==> src/rtl/user_axil_pkg.sv <==
// Shared types and constants for the user AXI4-Lite read master.
package user_axil_pkg;

    typedef enum logic [1:0] {
        StIdle,
        StAddr,
        StData,
        StOut
    } state_e;

    localparam logic [1:0]  RESP_OKAY   = 2'b00;
    localparam logic [1:0]  RESP_SLVERR = 2'b10;
    localparam logic [1:0]  RESP_DECERR = 2'b11;
    localparam logic [31:0] ADDR_STRIDE = 32'd4;

endpackage

==> src/rtl/user_axil_watchdog.sv <==
// Per-phase cycle counter; expired fires on the TIMEOUT-th enabled cycle after a clear.
module user_axil_watchdog #(
    parameter int unsigned TIMEOUT = 1024,
    parameter int unsigned TO_W    = 16
) (
    input  logic clk,
    input  logic rst_n,
    input  logic clear,
    input  logic enable,
    output logic expired
);

    localparam bit            ENABLED = (TIMEOUT != 0);
    localparam logic [TO_W-1:0] LIMIT = TO_W'((TIMEOUT == 0) ? 0 : TIMEOUT - 1);

    logic [TO_W-1:0] cnt_q, cnt_d;

    always_comb begin
        cnt_d = cnt_q;
        if (clear) begin
            cnt_d = '0;
        end else if (enable) begin
            cnt_d = cnt_q + TO_W'(1);
        end
    end

    always_ff @(posedge clk or negedge rst_n) begin
        if (!rst_n) begin
            cnt_q <= '0;
        end else begin
            cnt_q <= cnt_d;
        end
    end

    // Counter is zero on the first cycle of a phase, so LIMIT is TIMEOUT-1.
    assign expired = ENABLED && enable && (cnt_q == LIMIT);

endmodule

==> src/rtl/user_maxil_read_master.sv <==
// AXI4-Lite read master: one outstanding single-beat read per word of a command,
// results returned on a valid/ready stream with a watchdog against hung slaves.
module user_maxil_read_master
    import user_axil_pkg::*;
#(
    parameter int unsigned LEN_W   = 8,
    parameter int unsigned TIMEOUT = 1024,
    parameter int unsigned TO_W    = 16
) (
    input  logic             user_maxil_clk,
    input  logic             user_maxil_rst_n,
    input  logic             cmd_valid,
    output logic             cmd_ready,
    input  logic [31:0]      cmd_addr,
    input  logic [LEN_W-1:0] cmd_len,
    output logic [31:0]      user_port_araddr,
    output logic             user_port_arvalid,
    input  logic             user_port_arready,
    input  logic             user_port_rvalid,
    output logic             user_port_rready,
    input  logic [31:0]      user_port_rdata,
    input  logic [1:0]       user_port_rresp,
    output logic             rd_valid,
    input  logic             rd_ready,
    output logic [31:0]      rd_data,
    output logic [1:0]       rd_resp,
    output logic             rd_last,
    output logic             busy,
    output logic             err
);

    state_e           state_q, state_d;
    logic [31:0]      addr_q, addr_d;
    logic [LEN_W-1:0] rem_q, rem_d;
    logic [31:0]      data_q, data_d;
    logic [1:0]       resp_q, resp_d;
    logic             last_q, last_d;
    logic             err_q, err_d;
    logic             wd_clear, wd_enable, wd_expired;

    always_comb begin
        state_d = state_q;
        addr_d  = addr_q;
        rem_d   = rem_q;
        data_d  = data_q;
        resp_d  = resp_q;
        last_d  = last_q;
        err_d   = err_q;
        unique case (state_q)
            StIdle: begin
                if (cmd_valid) begin
                    addr_d  = cmd_addr & ~32'h3;
                    rem_d   = cmd_len;
                    err_d   = 1'b0;
                    state_d = StAddr;
                end
            end
            StAddr: begin
                if (user_port_arready) begin
                    state_d = StData;
                end else if (wd_expired) begin
                    data_d  = '0;
                    resp_d  = RESP_DECERR;
                    last_d  = 1'b1;
                    err_d   = 1'b1;
                    state_d = StOut;
                end
            end
            StData: begin
                if (user_port_rvalid) begin
                    data_d  = user_port_rdata;
                    resp_d  = user_port_rresp;
                    last_d  = (rem_q == '0);
                    if (user_port_rresp != RESP_OKAY) begin
                        err_d = 1'b1;
                    end
                    state_d = StOut;
                end else if (wd_expired) begin
                    data_d  = '0;
                    resp_d  = RESP_DECERR;
                    last_d  = 1'b1;
                    err_d   = 1'b1;
                    state_d = StOut;
                end
            end
            StOut: begin
                if (rd_ready) begin
                    if (last_q) begin
                        state_d = StIdle;
                    end else begin
                        rem_d   = rem_q - LEN_W'(1);
                        addr_d  = addr_q + ADDR_STRIDE;
                        state_d = StAddr;
                    end
                end
            end
            default: state_d = StIdle;
        endcase
    end

    always_ff @(posedge user_maxil_clk or negedge user_maxil_rst_n) begin
        if (!user_maxil_rst_n) begin
            state_q <= StIdle;
            addr_q  <= '0;
            rem_q   <= '0;
            data_q  <= '0;
            resp_q  <= '0;
            last_q  <= 1'b0;
            err_q   <= 1'b0;
        end else begin
            state_q <= state_d;
            addr_q  <= addr_d;
            rem_q   <= rem_d;
            data_q  <= data_d;
            resp_q  <= resp_d;
            last_q  <= last_d;
            err_q   <= err_d;
        end
    end

    // Any state change restarts the per-phase budget.
    assign wd_clear  = (state_d != state_q);
    assign wd_enable = (state_q == StAddr) || (state_q == StData);

    user_axil_watchdog #(
        .TIMEOUT (TIMEOUT),
        .TO_W    (TO_W)
    ) u_watchdog (
        .clk     (user_maxil_clk),
        .rst_n   (user_maxil_rst_n),
        .clear   (wd_clear),
        .enable  (wd_enable),
        .expired (wd_expired)
    );

    assign cmd_ready         = (state_q == StIdle);
    assign busy              = (state_q != StIdle);
    assign user_port_arvalid = (state_q == StAddr);
    assign user_port_rready  = (state_q == StData);
    assign user_port_araddr  = addr_q;
    assign rd_valid          = (state_q == StOut);
    assign rd_data           = data_q;
    assign rd_resp           = resp_q;
    assign rd_last           = last_q;
    assign err               = err_q;

endmodule

==> config.mk <==
export PLATFORM = sky130hd
export DESIGN_NAME = user_maxil_read_master
export DESIGN_NICKNAME = d
export VERILOG_FILES = /design/src/rtl/user_axil_pkg.sv /design/src/rtl/user_axil_watchdog.sv /design/src/rtl/user_maxil_read_master.sv
export SDC_FILE = /design/constraint.sdc
export NUM_CORES = 1
export LEC_CHECK = 0
export CELL_PAD_IN_SITES_DETAIL_PLACEMENT = 0
export CELL_PAD_IN_SITES_GLOBAL_PLACEMENT = 1
export CORE_MARGIN = 2
export CORE_UTILIZATION = 32
export CTS_CLUSTER_DIAMETER = 40
export DETAILED_ROUTE_END_ITERATION = 8
export HOLD_SLACK_MARGIN = 0.03
export PLACE_DENSITY_LB_ADDON = 0.1
export SLEW_MARGIN = 40
export SYNTH_ARGS = -nofsm -noshare
export SYNTH_HDL_FRONTEND = slang
export SYNTH_HIERARCHICAL = 1
export SYNTH_SLANG_ARGS = --single-unit
==> constraint.sdc <==
create_clock -name user_maxil_clk -period 3.8 [get_ports user_maxil_clk]
set_clock_uncertainty 0.15 [all_clocks]
set_input_delay 0.57 -clock user_maxil_clk [delete_from_list [all_inputs] [get_ports user_maxil_clk]]
set_output_delay 0.57 -clock user_maxil_clk [all_outputs]
set_load 0.01 [all_outputs]
==> results_dict.tcl, run 1 <==
set metrics [dict create \
    grt_usage_pct 17.29 \
    drc 0 \
    ctsHoldBuffers 0 \
    cp_num_buf_inv 1 \
    clk_path_buf_depth 2 \
    switching_share_pct 39.80 \
    worst_slew_pin_slew_ns 0.7686 \
    netSwitchingPower_mw 2.156 \
    worstPathArrival_ns 3.53 \
    async_reset_ff_share_pct 100.0 \
    core_mm2 0.01464 \
    io_pins 153 \
    multi_input_area_mm2 0.002367 \
    ff_latch_area_mm2 0.002302 \
    slew_violations 0 \
    numCtsBuffers 9 \
    clkTransAtPathRegs_ns 0.07 \
    finalCritPeriodShare_pct 90.70 \
    syn_inst 493 \
    vias 4402 \
    ys.warnings.count 6 \
    die_x_um 127.1 \
    crit_slowest_cell "dfrtp_1" \
    clock_latency_ns 0.35 \
    path_cells "inv_1 -> ha_1 -> nand2_1 -> nor3_1 -> nand3_1 -> nor4_2 -> o21ai_0 -> a221oi_2 -> a2bb2oi_1 -> o221ai_1 -> o211ai_1 -> nor4_4 -> nand4_1 -> mux2_1" \
    die_y_um 127.1 \
    synth-edff-count 0 \
    clkPwrFrac_pct 15.6 \
    clock-sinks 92 \
    yosysUniqueCellTypes 56 \
    start_util_pct 33.11 \
    start_kind "flop" \
    irDropWorstVdd_uv 331.9 \
    end_kind "flop" \
    cts_tree "yes" \
    seq_power_share_pct 33.8 \
    nFillCells 1404 \
    drive_gt1_share_pct 8.087 \
    combPwrFrac_pct 50.5 \
    ys_seq_elements 92 \
    yosysSeqAreaShare_pct 47.48 \
    drt_iter0_markers 262 \
    antenna_found_initial 1 \
    p_per_area_mw_per_mm2 792.7 \
    cp_max_fo 6 \
    routedWlPerCell_um 16.84 \
    hp-class "primary input to async pin" \
    grt_first_pass_wirelength_um 22310 \
    dp_hpwl_um 9791 \
    crit_type "flop to flop" \
    post_cts_buffers 0 \
    required_ns 3.88 \
    avgSynthCellArea_um2 9.834 \
    netlist_area_mm2 0.004848 \
    rows 44 \
    max_freq_ghz 0.2901 \
    clockRootBuffer "clkbuf_16" \
    cp_top_family "compound AO/OA/AOI/OAI gates" \
    diodes 0 \
    overflow 0 \
    min_period_ns 3.447 \
    finalSetupViolCount 0 \
    leakage_nw 2.826 \
    ant_nets 0 \
    status "finished, final reports clean" \
    setup_tns_ns 0 \
    routabilityCongestion 0.7743 \
    grt_pass1_vias 4464 \
    hold_violations 0 \
    cts_resized 0 \
    syn_to_final_growth_pct 40.95 \
    grt_start_max_net_pins 46 \
    finalPower_mw 5.417 \
    fin_nets 728 \
    p_int_mw 3.262 \
    routed_wl_um 13930 \
    rsz0062_at_grt "false" \
    dieArea_mm2 0.01615 \
    cap_violations 0 \
    cts_max_level 3 \
    slew_headroom_pct 48.48 \
    port_buffers 148 \
    synth-main-ff-cell "dfrtp_1" \
    firstDrtPassIters 4 \
    crit_path_max_incr_delay_ns 0.34 \
    via_per_inst 5.323 \
]
==> final timing paths <==
check                              startpoint                    to  slack (ns)  cells past startpoint
setup reg to reg                   state_q[0]  u_watchdog/cnt_q[13]        0.35                     14
min in group user_maxil_clk        rd_data[1]            rd_data[1]        0.36                      1
max in group asynchronous    user_maxil_rst_n   user_port_araddr[3]        2.60                      2
hold / removal               user_maxil_rst_n            rd_data[4]        0.07                      1
setup / recovery                   state_q[0]  u_watchdog/cnt_q[13]        0.35                     14
hold reg to reg                    rd_data[1]            rd_data[1]        0.36                      1
==> routing by layer <==
layer	track usage, %	share of wire, %	wire length (um)
met5	0	0	0
met4	4.977	1.5	208
met3	4.397	5.3	740
met2	28.81	47	6563
met1	22.36	46	6415
==> cells in the mapped netlist, types with 8 or more instances <==
cell | n | area, um2
dfrtp_1 | 92 | 2302
a21o_1 | 8 | 60.06
nor2_1 | 29 | 108.9
mux2i_1 | 15 | 150.1
nor3_1 | 10 | 50.05
nand2_1 | 26 | 97.59
a21oi_1 | 38 | 190.2
xnor2_1 | 8 | 70.07
clkbuf_1 | 16 | 60.06
and3_1 | 9 | 56.30
a22o_1 | 32 | 280.3
o21ai_0 | 24 | 120.1
nand4_1 | 18 | 112.6
o22ai_1 | 34 | 212.7
ha_1 | 10 | 125.1
inv_1 | 18 | 67.56
nand3_1 | 21 | 105.1
==> layout by cell type, fill, tap and decap left out, types with 5 or more instances in the layout <==
| cell | Yosys | routed |
|---|---|---|
| inv_1 | 18 | 18 |
| nor4_1 | 7 | 6 |
| clkbuf_16 | 0 | 9 |
| nand2b_1 | 5 | 5 |
| mux2i_1 | 15 | 15 |
| clkdlybuf4s50_1 | 0 | 147 |
| o21ai_0 | 24 | 24 |
| nand3_1 | 21 | 21 |
| a21oi_1 | 38 | 37 |
| a22o_1 | 32 | 32 |
| buf_4 | 5 | 16 |
| nor3_1 | 10 | 10 |
| nor2_1 | 29 | 29 |
| nand4_1 | 18 | 18 |
| and3_1 | 9 | 9 |
| nand2_1 | 26 | 26 |
| o22ai_1 | 34 | 34 |
| xnor2_1 | 8 | 8 |
| dfrtp_1 | 92 | 92 |
| ha_1 | 10 | 9 |
| nor2b_1 | 5 | 5 |
| a21o_1 | 8 | 8 |
==> stage by stage <==
step / util [%] / instances / hold slack (ns) / cell area (um2) / setup WS (ns)
6_report: 46.67 / 827 / 0.07298 / 6834 / 0.3534
2_1_floorplan: - / 494 / 0.1244 / 4852 / 0.2721
4_1_cts: 46.58 / 827 / 0.08385 / 6822 / 0.1418
3_5_place_dp: 44.70 / 811 / 0.3399 / 6546 / 0.1677
3_3_place_gp: 44.70 / 811 / 0.3374 / 6546 / 0.2551
5_1_grt: 46.67 / 827 / 0.1028 / 6834 / 0.004419
==> layout make-up <==
type / instances / share of cell area (%)
multi-input cells: 354 / 34.64
clock inverters: 6 / 0.6774
flip-flops and latches: 92 / 33.69
clock buffers: 10 / 3.350
well taps: 184 / 3.369
inverters: 18 / 0.9886
repair buffers: 163 / 23.29
==> sequential cells by signal (all words and copies together), names as in the netlist <==
| register | count |
|---|---|
| state_q | 2 |
| user_port_araddr | 30 |
| rd_resp | 2 |
| u_watchdog/cnt_q | 16 |
| rem_q | 8 |
| rd_last | 1 |
| err | 1 |
| rd_data | 32 |
==> power groups by stage <==
stage | registers [mW] | logic (mW) | clock network (mW)
4_1_cts | 1.83 | 2.76 | 0.881
3_5_place_dp | 1.84 | 2.75 | 0
5_1_grt | 1.91 | 3.00 | 0.916
2_1_floorplan | 1.93 | 1.37 | 0
6_report | 1.83 | 2.74 | 0.846
3_3_place_gp | 1.83 | 2.70 | 0
==> kinds of logic (layout without fill, tap and decap cells) <==
family / Yosys count / after routing / share of synthesized area [%]
other: 1 / 2 / 0.07735
adders and majority gates: 10 / 10 / 2.581
and+or+nand+nor: 154 / 154 / 18.04
xor gates and xnor gates: 10 / 10 / 1.807
DFF: 92 / 92 / 47.48
muxes: 19 / 19 / 4.026
AOI/OAI and AO/OA: 159 / 159 / 21.68
buffers and inverters: 48 / 197 / 4.309
==> worst register-to-register path: cells and delay by family, from the launching register on <==
kind	cells	cell delay, ns
buffers and inverters	1	0.10
adders and majority gates	1	0.32
DFF	1	0.34
AOI/OAI and AO/OA	5	1.25
muxes	1	0.32
and+or+nand+nor	6	0.86
Power figures use the tool's default switching activity.
==> run 2: changes to the inputs <==
--- a/config.mk
+++ b/config.mk
@@ -13,6 +13,8 @@
 export DETAILED_ROUTE_END_ITERATION = 8
 export HOLD_SLACK_MARGIN = 0.03
 export PLACE_DENSITY_LB_ADDON = 0.1
+export RECOVER_POWER = 50
+export SKIP_LAST_GASP = 1
 export SLEW_MARGIN = 40
 export SYNTH_ARGS = -nofsm -noshare
 export SYNTH_HDL_FRONTEND = slang
==> results_dict.tcl, run 2 (synthesized netlist as in run 1, its figures left out) <==
set metrics [dict create \
    grt_pass1_vias 4464 \
    rsz0062_at_grt "false" \
    largest_reg_flops 32 \
    p_per_area_mw_per_mm2 782.2 \
    path_cells "inv_1 -> ha_1 -> nand2_1 -> nor3_1 -> nand3_1 -> nor4_2 -> o21ai_0 -> a221oi_2 -> a2bb2oi_1 -> o221ai_1 -> o211ai_1 -> nor4_4 -> nand4_1 -> mux2_1" \
    slew_headroom_pct -58.92 \
    die_x_um 127.1 \
    final_cells 827 \
    placedCellCount 811 \
    crit_path_max_incr_delay_ns 0.34 \
    worst_slew_pin_slew_ns 2.384 \
    finalSetupViolCount 0 \
    start_kind "flop" \
    setup_tns_ns 0 \
    fin_nets 728 \
    min_period_ns 3.447 \
    drive_gt1_share_pct 7.932 \
    hold_violations 0 \
    max_freq_ghz 0.2901 \
    dieArea_mm2 0.01615 \
    overflow 0 \
    switching_share_pct 40.19 \
    layout_common_cells "112 x clkdlybuf4s50_1, 92 x dfrtp_1, 37 x a21oi_1" \
    drt_iter0_markers 261 \
    combPwrFrac_pct 50.0 \
    diodes 0 \
    vias 4403 \
    violations "capacitance limit, slew limit" \
    p_int_mw 3.193 \
    drc 0 \
    finalCritPeriodShare_pct 90.70 \
    grt_first_pass_wirelength_um 22310 \
    io_pins 153 \
    irDropWorstVdd_uv 321.3 \
    routed_wl_um 13900 \
    leakage_nw 2.855 \
    post_cts_buffers 0 \
    hp-class "flop to flop" \
    dp_hpwl_um 9791 \
    clock_latency_ns 0.35 \
    hold_slack_ns 0.3511 \
    required_ns 3.88 \
    routedWlPerCell_um 16.81 \
    clkTransAtPathRegs_ns 0.07 \
    core_mm2 0.01464 \
    final_util_pct 46.61 \
    syn_to_final_growth_pct 40.77 \
    clockRootBuffer "clkbuf_16" \
    port_buffers 148 \
    cap_violations 1 \
    routabilityCongestion 0.7743 \
    antenna_found_initial 1 \
    netSwitchingPower_mw 2.146 \
    start_util_pct 33.11 \
    grt_usage_pct 17.29 \
    crit_type "flop to flop" \
    layout_commonest_cell "clkdlybuf4s50_1" \
    finalPower_mw 5.339 \
    ant_nets 0 \
    rows 44 \
    firstDrtPassIters 4 \
    die_y_um 127.1 \
    grt_start_max_net_pins 46 \
    ctsHoldBuffers 0 \
    seq_power_share_pct 34.2 \
    crit_slowest_cell "dfrtp_1" \
    clkPwrFrac_pct 15.8 \
    worstPathArrival_ns 3.53 \
    clk_path_buf_depth 2 \
    numCtsBuffers 9 \
    nFillCells 1405 \
    via_per_inst 5.324 \
    clock-sinks 92 \
    cts_resized 0 \
    cts_max_level 3 \
    cts_tree "yes" \
    status "finished with violations" \
    end_kind "flop" \
    cp_max_fo 6 \
    slew_violations 44 \
]
## run 2: path summary, 6_finish.rpt
kind | slack [ns] | cells after the start | end | startpoint
max | 0.35 | 14 | u_watchdog/cnt_q[13] | state_q[0]
min | 0.35 | 1 | rd_data[1] | rd_data[1]
max reg2reg | 0.35 | 14 | u_watchdog/cnt_q[13] | state_q[0]
min reg2reg | 0.35 | 1 | rd_data[1] | rd_data[1]
max in group asynchronous | 0.90 | 2 | user_port_araddr[3] | user_maxil_rst_n
min in group asynchronous | 0.80 | 1 | rd_data[4] | user_maxil_rst_n
## run 2: power by group through the flow
stage | combinational (mW) | sequential, mW | clock, mW
2_1_floorplan | 1.37 | 1.93 | 0
3_3_place_gp | 2.70 | 1.83 | 0
3_5_place_dp | 2.75 | 1.84 | 0
4_1_cts | 2.76 | 1.83 | 0.881
5_1_grt | 2.94 | 1.90 | 0.916
6_report | 2.67 | 1.82 | 0.845
## run 2: metrics by stage
step | instance area (um2) | setup WS (ns)
after floorplan | 4852 | 0.2721
after global placement | 6546 | 0.2551
after detailed placement | 6546 | 0.1677
after CTS | 6822 | 0.1418
after global routing | 6825 | 0.004419
final | 6825 | 0.3534
## run 2: routing by layer
| metal | share of wire, % | wire length [um] | track usage [%] | vias to the layer above |
|---|---|---|---|---|
| li1 | - | - | - | 2130 |
| met3 | 5.4 | 757 | 4.397 | 13 |
| met5 | 0 | 0 | 0 | - |
| met4 | 1.5 | 208 | 4.977 | 0 |
| met1 | 46 | 6378 | 22.36 | 2126 |
| met2 | 47 | 6559 | 28.81 | 134 |
## run 2: layout make-up
type	instances	area (um2)	area share, %
Timing Repair Buffer	163	1583	23.19
Tap cell	184	230.2	3.373
Clock buffer	10	229.0	3.355
Clock inverter	6	46.29	0.6783
Multi-Input combinational cell	354	2367	34.68
Inverter	18	67.56	0.9899
Sequential cell	92	2302	33.73
## run 2: worst max-delay path, delay by kind of cell, from the launching register on
kind	cells	cell delay [ns]
AOI/OAI and AO/OA	5	1.25
muxes	1	0.32
DFF	1	0.34
and+or+nand+nor	6	0.86
buffers and inverters	1	0.10
adders and majority gates	1	0.31
==> patch: new RTL, settings of run 1 <==
Reset style: synchronous (`rst_n` and `user_maxil_rst_n`), changed in 2 clocked blocks.
--- a/src/rtl/user_axil_watchdog.sv
+++ b/src/rtl/user_axil_watchdog.sv
@@ -26,3 +26,3 @@
 
-    always_ff @(posedge clk or negedge rst_n) begin
+    always_ff @(posedge clk) begin
         if (!rst_n) begin
--- a/src/rtl/user_maxil_read_master.sv
+++ b/src/rtl/user_maxil_read_master.sv
@@ -100,3 +100,3 @@
 
-    always_ff @(posedge user_maxil_clk or negedge user_maxil_rst_n) begin
+    always_ff @(posedge user_maxil_clk) begin
         if (!user_maxil_rst_n) begin
Function: differs if user_maxil_rst_n is asserted again (counterexample within 4 cycles, from zero or initial values and one cycle with user_maxil_rst_n low); with user_maxil_rst_n held inactive, the same outputs for 10 cycles.
==> patch against run 1 <==
  * Core utilization shrank 0.19 points
  * Setup slack gained 0.034 ns
  * Critical endpoint is now u_watchdog/cnt_q[8]
  * Non-clock buffer count shrank 2
  * Sequential share of layout area shrank 6.3 points
  * Hold slack gained 0.27 ns
  * Cell area shrank 1.5%
  * Routed wire length grew 5.7%
  * Area after synthesis shrank 2.9%
  * Sequential cell count is the same
Power is not compared: it rests on default switching activity, and its combinational part moved more than twofold at a synthesized area within 25%.
==> patch: results (changes against run 1) <==
outcome: complete, no violations
reg2reg end: u_watchdog/cnt_q[8]
seq_cells: 92 (unchanged)
multi-input logic area: 2680 um2 (+13%)
n_diodes: 0 (unchanged)
family with the most delay on the worst path: simple AND/OR/NAND/NOR gates
Non-clock buffering overhead: 23.7% (+0.36 points)
fin area: 6730 um2 (-1.5%)
post-synthesis cell type count: 66 (+18%)
fin util: 46.5% (-0.19 points)
CP Launch Point: state_q[1]
met1 Resource Use GR: 24.0% (+1.6 points)
Area after DPL: 6390 um2 (-2.4%)
Root Buffer: clkbuf_16
fill count: 1437 (+2.4%)
cts repair resizes: 0 (unchanged)
CP max stage cell: or3_2
Worst Path Max Fanout: 16 (+10)
HPWL after detailed placement: 10300 um (+5.1%)
Total GRT Usage: 18.8% (+1.5 points)
multi-input gates: 438 (+24%)
Initial DRC Count: 384 (+47%)
worst path arrival time: 3.54 ns (about the same)
dominant synthesized flop cell: dfxtp_1
global routing usage on met2: 30.6% (+1.8 points)
Synth area leaders: dfxtp_1 (39%), nor2_1 (5.9%), a22oi_1 (5.7%)
met3 WL: 1200 um (+62%)
antenna violations before repair: 0 (-1)
clk cell area share: 5.06% (+1.0 points)
r2r setup slk: 0.39 ns (+0.03 ns)
CTS Buf Count: 9 (unchanged)
global-route wire length before repair: 24100 um (+7.9%)
Synth area leader: dfxtp_1
share of cells above drive strength 1: 7.24% (-0.84 points)
non-clock inverter count: 11 (-7)
synth cell count leaders: dfxtp_1 (92), nor2_1 (74), nand2_1 (49), a21oi_1 (36), a22oi_1 (36)
Seq area share: 27.4% (-6.3 points)
r2r worst-path depth: 13 (-1)
register area share after synthesis: 39.1% (-8.4 points)
Routed met1 length: 6550 um (+2.1%)
number of global-route vias before repair: 4788 (+7.3%)
Routed met2 length: 6750 um (+2.8%)
gpl congestion: 0.856 (+11%)
met3 GRT Util: 5.22% (+0.82 points)
Non-clock buffers: 161 (-1.2%)
worst stage delay on the critical path: 0.53 ns (+0.19 ns)
relative slew slack: 56.7% (+8.2 points)
largest net degree at the start of global routing: 36 (-22%)
drt pass-1 iters: 4 (unchanged)
final net count: 803 (+10%)
Avg Vias per Cell: 5.33 (about the same)
Hold Slack: 0.343 ns (+0.270 ns)
==> patch: kinds of logic (layout without fill, tap and decap cells) <==
| kind of cell | count (synthesis) | count (layout) | synth area share (%) |
|---|---|---|---|
| flip-flops | 92 | 92 | 39.1 |
| adder cells (fa/ha/maj) | 10 | 10 | 2.66 |
| multiplexers | 4 | 4 | 0.877 |
| other | 1 | 2 | 0.0796 |
| XOR/XNOR | 12 | 12 | 2.23 |
| buffers and inverters | 48 | 188 | 4.28 |
| AO/OA/AOI/OAI | 163 | 163 | 23.1 |
| AND/OR/NAND/NOR | 247 | 247 | 27.6 |
==> patch: metrics by stage <==
stage / instances / setup slack, ns / power [uW]
after global placement: 886 / 0.331 / 1460
after detailed placement: 886 / 0.310 / 1460
final: 902 / 0.388 / 2480
after floorplan: 578 / 0.0780 / 1250
after CTS: 902 / 0.276 / 2520
after global routing: 902 / 0.00213 / 2600
==> patch: power by group <==
part,switching (uW),internal (uW)
registers,56.1,1000
logic,177,205
clock network,398,641
total,631,1850
